**config.mk**
```make
export PLATFORM = sky130hd
export DESIGN_NAME = mem_port_sequencer
export DESIGN_NICKNAME = d
export VERILOG_FILES = /design/src/rtl/mem_port_sequencer_pkg.sv /design/src/rtl/mem_port_sequencer_align_check.sv /design/src/rtl/mem_port_sequencer.sv
export SDC_FILE = /design/constraint.sdc
export NUM_CORES = 1
export LEC_CHECK = 0
export CAP_MARGIN = 20
export CORE_AREA = 2 2 141 143
export DETAILED_ROUTE_END_ITERATION = 6
export DIE_AREA = 0 0 143 145
export GPL_ROUTABILITY_DRIVEN = 0
export PLACE_DENSITY = 0.79
export SLEW_MARGIN = 40
export SYNTH_ARGS = -nofsm -noshare
export SYNTH_HDL_FRONTEND = slang
export SYNTH_HIERARCHICAL = 1
export SYNTH_SLANG_ARGS = --single-unit
```
**constraint.sdc**
```tcl
create_clock -name clk -period 4.57 [get_ports clk]
set_clock_uncertainty 0.15 [all_clocks]
set_input_delay 0.914 -clock clk [delete_from_list [all_inputs] [get_ports clk]]
set_output_delay 0.914 -clock clk [all_outputs]
set_load 0.05 [all_outputs]
```
**src/rtl/mem_port_sequencer_pkg.sv**
```systemverilog
// Shared types for the Mem-stage load/store sequencer: access sizes, FSM states
// and the captured per-lane request slot.
package mem_port_sequencer_pkg;

  localparam int MEM_LATENCY_DEFAULT = 2;
  // Slot address/data fields are this wide; the sequencer's WIDTH must not exceed it.
  localparam int SLOT_WIDTH = 32;

  typedef enum logic [1:0] {
    SZ_BYTE = 2'b00,
    SZ_HALF = 2'b01,
    SZ_WORD = 2'b10
  } mem_size_t;

  typedef enum logic [1:0] {
    ST_IDLE  = 2'b00,
    ST_SLOT0 = 2'b01,
    ST_SLOT1 = 2'b10,
    ST_DONE  = 2'b11
  } seq_state_t;

  typedef struct packed {
    logic                  valid;
    logic                  we;
    mem_size_t             size;
    logic [SLOT_WIDTH-1:0] addr;
    logic [SLOT_WIDTH-1:0] wdata;
  } mem_slot_t;

  // The unused 2'b11 encoding is folded onto a word access.
  function automatic mem_size_t norm_size(input logic [1:0] raw);
    case (raw)
      2'b00:   norm_size = SZ_BYTE;
      2'b01:   norm_size = SZ_HALF;
      default: norm_size = SZ_WORD;
    endcase
  endfunction

endpackage

```
**src/rtl/mem_port_sequencer_align_check.sv**
```systemverilog
// Natural-alignment check for one lane: halves need addr[0]==0, words need
// addr[1:0]==0, bytes are always aligned.
module mem_align_check
  import mem_port_sequencer_pkg::*;
(
  input  logic [1:0] size,
  input  logic [1:0] addr_lo,
  output logic       misaligned
);

  always_comb begin
    misaligned = 1'b0;
    case (norm_size(size))
      SZ_HALF: misaligned = addr_lo[0];
      SZ_WORD: misaligned = |addr_lo;
      default: misaligned = 1'b0;
    endcase
  end

endmodule

```
**src/rtl/mem_port_sequencer.sv**
```systemverilog
// Serialises the two load/store lanes of an issue bundle onto one memory port,
// lane 0 first, stalling the front of the pipeline until both lanes finish.
module mem_port_sequencer
  import mem_port_sequencer_pkg::*;
#(
  parameter int WIDTH       = 32,
  parameter int MEM_LATENCY = MEM_LATENCY_DEFAULT
) (
  input  logic               clk,
  input  logic               rst,
  input  logic [1:0]         req_valid,
  input  logic [1:0]         req_we,
  input  logic [3:0]         req_size,
  input  logic [2*WIDTH-1:0] req_addr,
  input  logic [2*WIDTH-1:0] req_wdata,
  output logic               stall_mem,
  output logic [1:0]         resp_valid,
  output logic [2*WIDTH-1:0] resp_rdata,
  output logic [1:0]         resp_err,
  output logic               mem_read_en,
  output logic               mem_write_en,
  output logic [1:0]         mem_size,
  output logic [WIDTH-1:0]   mem_addr,
  output logic [WIDTH-1:0]   mem_wdata,
  input  logic [WIDTH-1:0]   mem_rdata,
  output logic [1:0]         dbg_state
);

  localparam int CNT_W = $clog2(MEM_LATENCY + 1);
  localparam logic [CNT_W-1:0] LAST_CNT = CNT_W'(MEM_LATENCY - 1);

  seq_state_t       state_q, state_d;
  logic [CNT_W-1:0] cnt_q, cnt_d;
  mem_slot_t        slot_q [2];
  mem_slot_t        slot_d [2];
  logic [WIDTH-1:0] rdata_q [2];
  logic [WIDTH-1:0] rdata_d [2];
  logic [1:0]       err_q, err_d;
  logic [1:0]       mis;
  logic             lane;
  logic             slot_done;

  for (genvar i = 0; i < 2; i++) begin : g_lane
    mem_align_check u_align (
      .size       (req_size[2*i +: 2]),
      .addr_lo    (req_addr[i*WIDTH +: 2]),
      .misaligned (mis[i])
    );
  end

  always_ff @(posedge clk) begin
    if (!rst) begin
      state_q <= ST_IDLE;
      cnt_q   <= '0;
      err_q   <= '0;
      for (int i = 0; i < 2; i++) begin
        slot_q[i]  <= '0;
        rdata_q[i] <= '0;
      end
    end else begin
      state_q <= state_d;
      cnt_q   <= cnt_d;
      err_q   <= err_d;
      for (int i = 0; i < 2; i++) begin
        slot_q[i]  <= slot_d[i];
        rdata_q[i] <= rdata_d[i];
      end
    end
  end

  // Handshake: a bundle is accepted in IDLE whenever req_valid is non-zero;
  // the pipeline holds it while stall_mem=1 and advances on the DONE cycle.
  always_comb begin
    state_d      = state_q;
    cnt_d        = cnt_q;
    slot_d       = slot_q;
    rdata_d      = rdata_q;
    err_d        = err_q;
    lane         = 1'b0;
    slot_done    = 1'b0;
    stall_mem    = 1'b0;
    resp_valid   = 2'b00;
    mem_read_en  = 1'b0;
    mem_write_en = 1'b0;
    mem_size     = 2'b00;
    mem_addr     = '0;
    mem_wdata    = '0;

    case (state_q)
      ST_IDLE: begin
        stall_mem = rst & (|req_valid);
        if (|req_valid) begin
          for (int i = 0; i < 2; i++) begin
            slot_d[i].valid = req_valid[i];
            slot_d[i].we    = req_we[i];
            slot_d[i].size  = norm_size(req_size[2*i +: 2]);
            slot_d[i].addr  = SLOT_WIDTH'(req_addr[i*WIDTH +: WIDTH]);
            slot_d[i].wdata = SLOT_WIDTH'(req_wdata[i*WIDTH +: WIDTH]);
            rdata_d[i]      = '0;
            err_d[i]        = req_valid[i] & mis[i];
          end
          cnt_d   = '0;
          state_d = req_valid[0] ? ST_SLOT0 : ST_SLOT1;
        end
      end

      ST_SLOT0, ST_SLOT1: begin
        stall_mem = 1'b1;
        lane      = (state_q == ST_SLOT1);
        mem_size  = slot_q[lane].size;
        mem_addr  = slot_q[lane].addr[WIDTH-1:0];
        mem_wdata = slot_q[lane].wdata[WIDTH-1:0];
        if (err_q[lane]) begin
          slot_done = 1'b1;
        end else if (slot_q[lane].we) begin
          mem_write_en = 1'b1;
          slot_done    = 1'b1;
        end else begin
          mem_read_en = 1'b1;
          if (cnt_q == LAST_CNT) begin
            slot_done     = 1'b1;
            rdata_d[lane] = mem_rdata;
          end else begin
            cnt_d = cnt_q + 1'b1;
          end
        end
        if (slot_done) begin
          cnt_d   = '0;
          state_d = (state_q == ST_SLOT0 && slot_q[1].valid) ? ST_SLOT1 : ST_DONE;
        end
      end

      ST_DONE: begin
        resp_valid = {slot_q[1].valid, slot_q[0].valid};
        state_d    = ST_IDLE;
      end

      default: state_d = ST_IDLE;
    endcase
  end

  assign resp_rdata = {rdata_q[1], rdata_q[0]};
  assign resp_err   = (state_q == ST_DONE) ? err_q : 2'b00;
  assign dbg_state  = state_q;

endmodule

```
==> results of run 1 <==
==> worst min-delay path: stages (launching register included) <==
cell,delay [ns]
dfxtp_1,0.30
nand2_1,0.05
a21oi_1,0.05
==> cells by family after synthesis <==
logic type      share of synthesized area [%]
fa+ha+maj                                1.03
compound gates                           13.3
flops                                    48.7
mux                                      12.1
buf+inv                                  4.47
simple gates                             20.4
==> layout make-up <==
cell class / instances / area [um2] / area share, %
Antenna cell: 1 / 2.50 / 0.0200
Clock inverter: 8 / 72.6 / 0.580
Clock buffer: 34 / 687 / 5.49
Multi-Input combinational cell: 726 / 4010 / 32.0
Sequential cell: 206 / 4120 / 33.0
Timing Repair Buffer: 324 / 3260 / 26.1
Tap cell: 265 / 332 / 2.65
Inverter: 6 / 25.0 / 0.200
==> metrics by stage <==
step                      area, um2  std cells
after floorplan                8470       1018
after global placement        11700       1527
after detailed placement      11800       1527
after CTS                     12500       1569
after global routing          12500       1570
final                         12500       1570
==> report_power, final <==
part           total, mW  internal, mW  switching, mW
logic               3.09          1.10           1.98
registers           2.27          2.11          0.166
clock network       1.82          1.10          0.721
total               7.18          4.31           2.87
==> synthesized netlist by cell type (2+ instances only) <==
cell type    n
buf_4        3
ha_1         7
clkbuf_1    47
buf_6        3
and2_1       4
o21ai_1      2
a22o_1      10
inv_1        5
nor2_1      76
a21oi_1    144
a22o_2      22
buf_2       18
nand3_1     33
nand3b_1     2
nand2_1    306
mux2i_1    100
buf_1        9
or3_1        2
dfxtp_1    206
==> per-layer routing <==
layer	vias up	part of all wire (%)	global-route usage, %
li1	3922	-	-
met3	52	8.5	6.07
met4	0	3.3	7.97
met5	-	0	0
met2	277	48	38.4
met1	3614	40	27.1
==> registers in the layout, indices dropped and copies added (netlist names) <==
signal	cells
cnt_q	2
dbg_state	2
err_q	2
resp_rdata	64
slot_q	136
==> worst max path at each step <==
stage	endpoint	slack [ns]	depth (start not counted)
2_1_floorplan	mem_addr[11]	0.96	6
3_3_place_gp	stall_mem	0.79	5
3_5_place_dp	stall_mem	0.78	5
4_1_cts	mem_wdata[16]	0.27	6
5_1_grt	mem_wdata[5]	0.13	6
6_report	mem_wdata[16]	0.28	6
==> impl_metrics.py, run 1 <==
metrics = {
    "detailed_routing": {
        "via_per_inst": 5.01,
        "wirelength_um": 24300,
        "drtPass1Iterations": 4,
        "drtIter0Drc": 341,
        "ant_nets": 0,
        "num_vias": 7865,
        "drc": 0,
        "wl_per_cell_um": 15.5,
    },
    "synthesis": {
        "yosysWarnings": 6,
        "avgSynthCellArea_um2": 8.32,
        "synth_seq_cells": 206,
        "synth-seq-area-share_pct": 48.7,
        "synthArstFlopShare_pct": 0,
        "synth_top_area_share_pct": 48.7,
        "yosys.cell_types.count": 38,
        "yosysTopAreaCell": "dfxtp_1",
        "synth_flop_cell": "dfxtp_1",
        "syn_inst": 1018,
        "synthTopCellsByArea": "dfxtp_1 (49%), nand2_1 (14%), mux2i_1 (12%)",
        "syn-num-nets": 1195,
        "synth-edff-count": 0,
        "syn_area_um2": 8470,
    },
    "global_routing": {
        "antenna_found_initial": 1,
        "grt_pass1_wl_um": 38200,
        "grt_usage_pct": 22.5,
        "grt_max_degree": 95,
        "grt.overflow.total": 0,
        "grt_pass1_vias": 7626,
    },
    "worst_setup_path": {
        "required_ns": 3.51,
        "r2r-end": "resp_rdata[45]",
        "cp-end-kind": "output port",
        "startpoint": "dbg_state[1]",
        "r2r_slack_ns": 1.48,
        "critPathMaxFanout": 41,
        "r2r_start": "dbg_state[0]",
        "path_buf_inv": 4,
        "cp_slowest_cell": "clkdlybuf4s50_1",
        "critPathTopFamily": "buffers and inverters",
        "cp_slowest_stage_delay_ns": 0.82,
        "worstRegToRegCells": 7,
        "cp_cell_sequence": "inv_1 > ha_1 > inv_2 > buf_12 > nor2_1 > clkdlybuf4s50_1",
        "path_class": "reg -> out",
        "cp.arrival_ns": 3.23,
        "startpoint_type": "flip-flop",
    },
    "power": {
        "vdd_drop_max_mv": 0.321,
        "p_total_mw": 7.18,
        "powerDensity_nw_per_um2": 574,
        "p_leak_nw": 4.71,
    },
    "clock_network": {
        "cts.sinks": 206,
        "cts_setup_buffers": 0,
        "cts_buffers": 23,
        "clk_latency_ns": 0.50,
        "postCtsHoldBufs": 0,
        "cts_root_buf": "clkbuf_16",
        "clk_pin_slew_ns": 0.06,
        "cts_tree": "yes",
        "cts.repair.resized": 0,
        "cts_buffer_depth": 3,
        "cts-htree-levels": 1,
    },
    "floorplan": {
        "dieWidth_um": 143,
        "rows": 51,
        "die_area_um2": 20700,
        "die_h_um": 145,
        "coreArea_um2": 19200,
        "floorplan.initialDensity_pct": 44.1,
        "io_pins": 309,
    },
    "final_layout": {
        "areaGrowthSynthToFinish_pct": 47.7,
        "fin_util_pct": 65.1,
        "drive_gt1_share_pct": 7.13,
        "nets": 1464,
        "final_cell_mix": "clkdlybuf4s50_1 (307), nand2_1 (306), dfxtp_1 (206)",
        "layout_commonest_cell": "clkdlybuf4s50_1",
        "fillers": 1601,
    },
    "sta": {
        "hold_viol_final": 0,
        "period_share_pct": 93.9,
        "timing.fmax_mhz": 233,
        "timing.final.ws_setup_ns": 0.278,
        "drv_slew": 0,
        "setup_viol": 0,
        "fin_crit_ns": 4.29,
        "setup-tns-final_ns": 0,
        "slew_headroom_pct": 49.4,
        "rsz0062_at_grt": "false",
        "tightestPinTransition_ns": 0.759,
        "hold_ws_ns": 0.303,
    },
    "place": {
        "portBuffers": 308,
        "dp.final_hpwl_um": 16600,
        "dp_slack_ns": 0.780,
    },
    "worst_hold_path": {
        "whs_endpoint": "slot_q[7]",
        "min_from": "slot_q[7]",
        "hold_depth": 2,
        "min_path_type": "reg -> reg",
    },
    "outcome": {
        "status": "completed",
    },
    "job": {
        "maxCapViolCount": 0,
    },
}
Note: power is estimated with default switching activity, not from simulation.
==> run 2, diff against run 1 <==
--- a/config.mk
+++ b/config.mk
@@ -6,9 +6,9 @@
 export NUM_CORES = 1
 export LEC_CHECK = 0
 export CAP_MARGIN = 20
-export CORE_AREA = 2 2 141 143
+export CORE_AREA = 4 4 143 145
 export DETAILED_ROUTE_END_ITERATION = 6
-export DIE_AREA = 0 0 143 145
+export DIE_AREA = 0 0 147 149
 export GPL_ROUTABILITY_DRIVEN = 0
 export PLACE_DENSITY = 0.79
 export SLEW_MARGIN = 40
==> constraint.sdc (replaced) <==
create_clock -name clk -period 4.09 [get_ports clk]
set_clock_uncertainty 0.15 [all_clocks]
set_input_delay 0.818 -clock clk [delete_from_list [all_inputs] [get_ports clk]]
set_output_delay 0.818 -clock clk [all_outputs]
set_load 0.05 [all_outputs]
==> run 2 against run 1 <==
Total power is 8.8% higher. Critical path depth did not move. Via count down 0.53%. Critical path type unchanged. Largest power group unchanged. Clock power up 3%. Sequential share of layout area grew 0.29 points. Cell count decreased by 0.32%. Global-route usage shrank 1.3 points.
==> impl_metrics.py, run 2 (same netlist as run 1, synthesis figures left out) <==
metrics = {
    "outcome": {
        "status": "completed",
    },
    "place": {
        "dp.final_hpwl_um": 16900,
        "portBuffers": 308,
        "dp_slack_ns": 0.620,
    },
    "worst_setup_path": {
        "cp-end-kind": "output port",
        "required_ns": 3.12,
        "cp_slowest_stage_delay_ns": 0.82,
        "cp_slowest_cell": "clkdlybuf4s50_1",
        "path_class": "reg -> out",
        "startpoint_type": "flip-flop",
        "critPathMaxFanout": 38,
        "cp.arrival_ns": 2.95,
        "cp_cell_sequence": "inv_1 > ha_1 > inv_2 > buf_4 > nor2_1 > clkdlybuf4s50_1",
    },
    "clock_network": {
        "clk_pin_slew_ns": 0.06,
        "cts.sinks": 206,
        "cts_root_buf": "clkbuf_16",
        "postCtsHoldBufs": 0,
        "clk_latency_ns": 0.50,
        "cts_setup_buffers": 0,
        "cts_tree": "yes",
        "cts_buffers": 23,
        "cts.repair.resized": 0,
        "cts-htree-levels": 1,
        "cts_buffer_depth": 3,
    },
    "sta": {
        "hold_viol_final": 0,
        "timing.fmax_mhz": 255,
        "slew_headroom_pct": 46.2,
        "setup_viol": 0,
        "fin_crit_ns": 3.92,
        "tightestPinTransition_ns": 0.807,
        "drv_slew": 0,
        "setup-tns-final_ns": 0,
        "rsz0062_at_grt": "false",
        "period_share_pct": 95.8,
        "timing.final.ws_setup_ns": 0.174,
    },
    "floorplan": {
        "floorplan.initialDensity_pct": 44.1,
        "coreArea_um2": 19200,
        "die_h_um": 149,
        "dieWidth_um": 147,
        "rows": 51,
        "io_pins": 309,
        "die_area_um2": 21900,
    },
    "power": {
        "p_total_mw": 7.81,
        "vdd_drop_max_mv": 0.455,
        "p_leak_nw": 4.68,
        "powerDensity_nw_per_um2": 630,
    },
    "final_layout": {
        "drive_gt1_share_pct": 6.54,
        "fillers": 1599,
        "nets": 1463,
        "largest-register": "slot_q",
        "regArea_um2": 4120,
        "multi_input_area_um2": 4010,
        "areaGrowthSynthToFinish_pct": 46.4,
        "antenna-diode-count": 0,
        "largest_reg_flops": 136,
        "final_cell_mix": "nand2_1 (306), clkdlybuf4s50_1 (305), dfxtp_1 (206)",
        "layout_commonest_cell": "nand2_1",
    },
    "detailed_routing": {
        "drtIter0Drc": 321,
        "ant_nets": 0,
        "wl_per_cell_um": 15.6,
        "wirelength_um": 24500,
        "via_per_inst": 5.00,
        "drtPass1Iterations": 4,
        "num_vias": 7823,
        "drc": 0,
    },
    "global_routing": {
        "antenna_found_initial": 0,
        "grt.overflow.total": 0,
        "grt_max_degree": 137,
        "grt_usage_pct": 21.2,
        "grt_pass1_wl_um": 38800,
        "grt_pass1_vias": 7701,
    },
    "job": {
        "maxCapViolCount": 0,
    },
    "worst_hold_path": {
        "min_path_type": "reg -> reg",
    },
}
==> run 2: changes by cell type in the layout (fill, tap and decap cells not counted), moves of 2 or more <==
cell,change
clkbuf_1,+5
clkbuf_8,-4
clkinv_2,-2
clkdlybuf4s50_1,-2
buf_4,+2
==> run 2: through the flow <==
step | util, % | hold slack (ns) | cell area [um2] | std cells
after CTS | 64.6 | 0.303 | 12400 | 1565
after floorplan | - | 0.281 | 8470 | 1018
after detailed placement | 61.0 | 0.296 | 11700 | 1526
final | 64.6 | 0.301 | 12400 | 1565
after global routing | 64.6 | 0.318 | 12400 | 1565
after global placement | 61.0 | 0.289 | 11700 | 1526
==> run 2: where the power goes <==
group	total, mW	leakage, nW	internal [mW]	switching, mW
sequential	2.54	1.69	2.36	0.184
combinational	3.40	2.66	1.20	2.20
clock	1.87	0.333	1.09	0.779
total	7.81	4.68	4.65	3.16
==> run 2: worst max-delay path, delay by kind of cell, from the launching register on <==
kind,cells,cell delay [ns]
DFF,1,0.49
adders and majority gates,1,0.50
and+or+nand+nor,1,0.18
buffers and inverters,4,1.25
==> run 2: area by class of cell <==
cell class / instances / share of cell area (%)
clock inverters: 4 / 0.212
inverters: 6 / 0.202
repair buffers: 323 / 26.1
flip-flops and latches: 206 / 33.2
clock buffers: 35 / 5.25
multi-input cells: 726 / 32.3
well taps: 265 / 2.67
==> run 2: layer usage <==
layer | share of wire [%] | GRT usage, % | wire length, um | vias up
li1 | - | - | - | 3919
met1 | 41 | 26.1 | 9940 | 3607
met2 | 49 | 37.1 | 12000 | 257
met3 | 8.1 | 5.62 | 1980 | 40
met4 | 2.1 | 5.68 | 514 | 0
met5 | 0 | 0 | 0 | -
==> run 2: final timing paths <==
kind | slack [ns] | to | from | depth (start not counted)
max reg2reg | 1.39 | resp_rdata[7] | dbg_state[1] | 7
min | 0.30 | slot_q[118] | slot_q[118] | 2
max | 0.17 | mem_size[0] | dbg_state[1] | 6
min reg2reg | 0.30 | slot_q[118] | slot_q[118] | 2
==> run 3, diff against run 2 <==
--- a/config.mk
+++ b/config.mk
@@ -10,6 +10,7 @@
 export DETAILED_ROUTE_END_ITERATION = 6
 export DIE_AREA = 0 0 147 149
 export GPL_ROUTABILITY_DRIVEN = 0
+export MAX_ROUTING_LAYER = met4
 export PLACE_DENSITY = 0.79
 export SLEW_MARGIN = 40
 export SYNTH_ARGS = -nofsm -noshare
==> run 3 against run 2 <==
Critical path depth unchanged. Total power about the same. Combinational power hardly changed. Global-route usage rose by 0.60 points. Maximum frequency hardly changed. Hold slack is essentially flat. First-iteration DRC count is 8.4% higher. Die area did not move. Flip-flop and latch count did not move.
==> impl_metrics.py, run 3 (same netlist as run 1, synthesis figures left out) <==
metrics = {
    "clock_network": {
        "postCtsHoldBufs": 0,
        "cts_root_buf": "clkbuf_16",
        "clk_latency_ns": 0.50,
        "cts.sinks": 206,
        "cts_buffers": 23,
        "cts_buffer_depth": 3,
        "cts-htree-levels": 1,
        "cts_tree": "yes",
        "clk_pin_slew_ns": 0.06,
        "cts_setup_buffers": 0,
    },
    "worst_setup_path": {
        "path_class": "reg -> out",
        "cp.arrival_ns": 2.95,
        "startpoint_type": "flip-flop",
        "cp-end-kind": "output port",
        "required_ns": 3.12,
        "critPathMaxFanout": 38,
    },
    "sta": {
        "drv_slew": 0,
        "timing.final.ws_setup_ns": 0.170,
        "period_share_pct": 95.8,
        "hold_viol_final": 0,
        "timing.fmax_mhz": 255,
        "rsz0062_at_grt": "false",
        "tightestPinTransition_ns": 0.827,
        "fin_crit_ns": 3.92,
        "hold_ws_ns": 0.301,
        "slew_headroom_pct": 44.9,
        "setup_viol": 0,
        "setup-tns-final_ns": 0,
    },
    "final_layout": {
        "largest_reg_flops": 136,
        "nets": 1463,
        "drive_gt1_share_pct": 6.54,
        "final_cell_mix": "nand2_1 (306), clkdlybuf4s50_1 (305), dfxtp_1 (206)",
        "antenna-diode-count": 0,
        "areaGrowthSynthToFinish_pct": 46.4,
        "largest-register": "slot_q",
        "layout_commonest_cell": "nand2_1",
    },
    "floorplan": {
        "rows": 51,
        "io_pins": 309,
        "dieWidth_um": 147,
        "die_area_um2": 21900,
        "coreArea_um2": 19200,
        "die_h_um": 149,
        "floorplan.initialDensity_pct": 44.1,
    },
    "detailed_routing": {
        "drtIter0Drc": 348,
        "wirelength_um": 24500,
        "num_vias": 7849,
        "drc": 0,
        "ant_nets": 0,
        "drtPass1Iterations": 4,
        "wl_per_cell_um": 15.7,
        "via_per_inst": 5.02,
    },
    "global_routing": {
        "grt_usage_pct": 21.8,
        "grt.overflow.total": 0,
        "grt_max_degree": 137,
        "grt_pass1_vias": 7754,
        "grt_pass1_wl_um": 38700,
        "antenna_found_initial": 0,
    },
    "power": {
        "powerDensity_nw_per_um2": 630,
        "p_leak_nw": 4.68,
        "vdd_drop_max_mv": 0.455,
    },
    "worst_hold_path": {
        "min_path_type": "reg -> reg",
    },
    "job": {
        "maxCapViolCount": 0,
    },
    "place": {
        "portBuffers": 308,
        "dp.final_hpwl_um": 16900,
        "dp_slack_ns": 0.620,
    },
    "outcome": {
        "status": "completed",
    },
}
## run 3: cell counts in the layout (fill, tap and decap cells not counted)
No cell type changed its count.
## run 3: layout make-up
| type | instances | area, um2 |
|---|---|---|
| clock buffers | 35 | 651 |
| clock inverters | 4 | 26.3 |
| fillers | 1599 | 6800 |
| inverters | 6 | 25.0 |
| multi-input cells | 726 | 4010 |
| flip-flops and latches | 206 | 4120 |
| well taps | 265 | 332 |
| repair buffers | 323 | 3240 |
## run 3: per-layer routing
metal	vias up	global-route usage, %	routed length [um]
met5	-	-	0
met4	0	5.41	493
met3	40	4.71	1690
met2	259	37.2	12000
met1	3629	26.6	10400
li1	3921	-	-
## run 3: final timing paths
path              slack [ns]  depth (start not counted)    startpoint             to
hold / removal          0.30                          2    slot_q[98]     slot_q[98]
setup / recovery        0.17                          6  dbg_state[1]    mem_size[0]
hold reg to reg         0.30                          2    slot_q[98]     slot_q[98]
setup reg to reg        1.40                          7  dbg_state[1]  resp_rdata[7]
## run 3: what timing repair did
item | CTS | global route
setup endpoints to repair | 0 | 1
endpoints found under the hold margin | 0 | 0
resized for setup | 0 | 1
## run 3: through the flow
stage	std cells	power, mW	cell area (um2)	utilization [%]
after floorplan	1018	4.96	8470	-
after global placement	1526	5.96	11700	61.0
after detailed placement	1526	6.01	11700	61.0
after CTS	1565	7.89	12400	64.6
after global routing	1565	8.24	12400	64.6
final	1565	7.82	12400	64.6
## run 3: where the power goes
group	switching (mW)	leakage (nW)	internal (mW)	total, mW
sequential	0.184	1.69	2.36	2.54
combinational	2.20	2.66	1.20	3.40
clock	0.780	0.333	1.09	1.87
total	3.17	4.68	4.65	7.82
## run 3: worst max-delay path: stages (launching register included)
cell and delay (ns):
dfxtp_1 0.49, inv_1 0.11, ha_1 0.50, inv_2 0.06
buf_4 0.26, nor2_1 0.18, clkdlybuf4s50_1 0.83
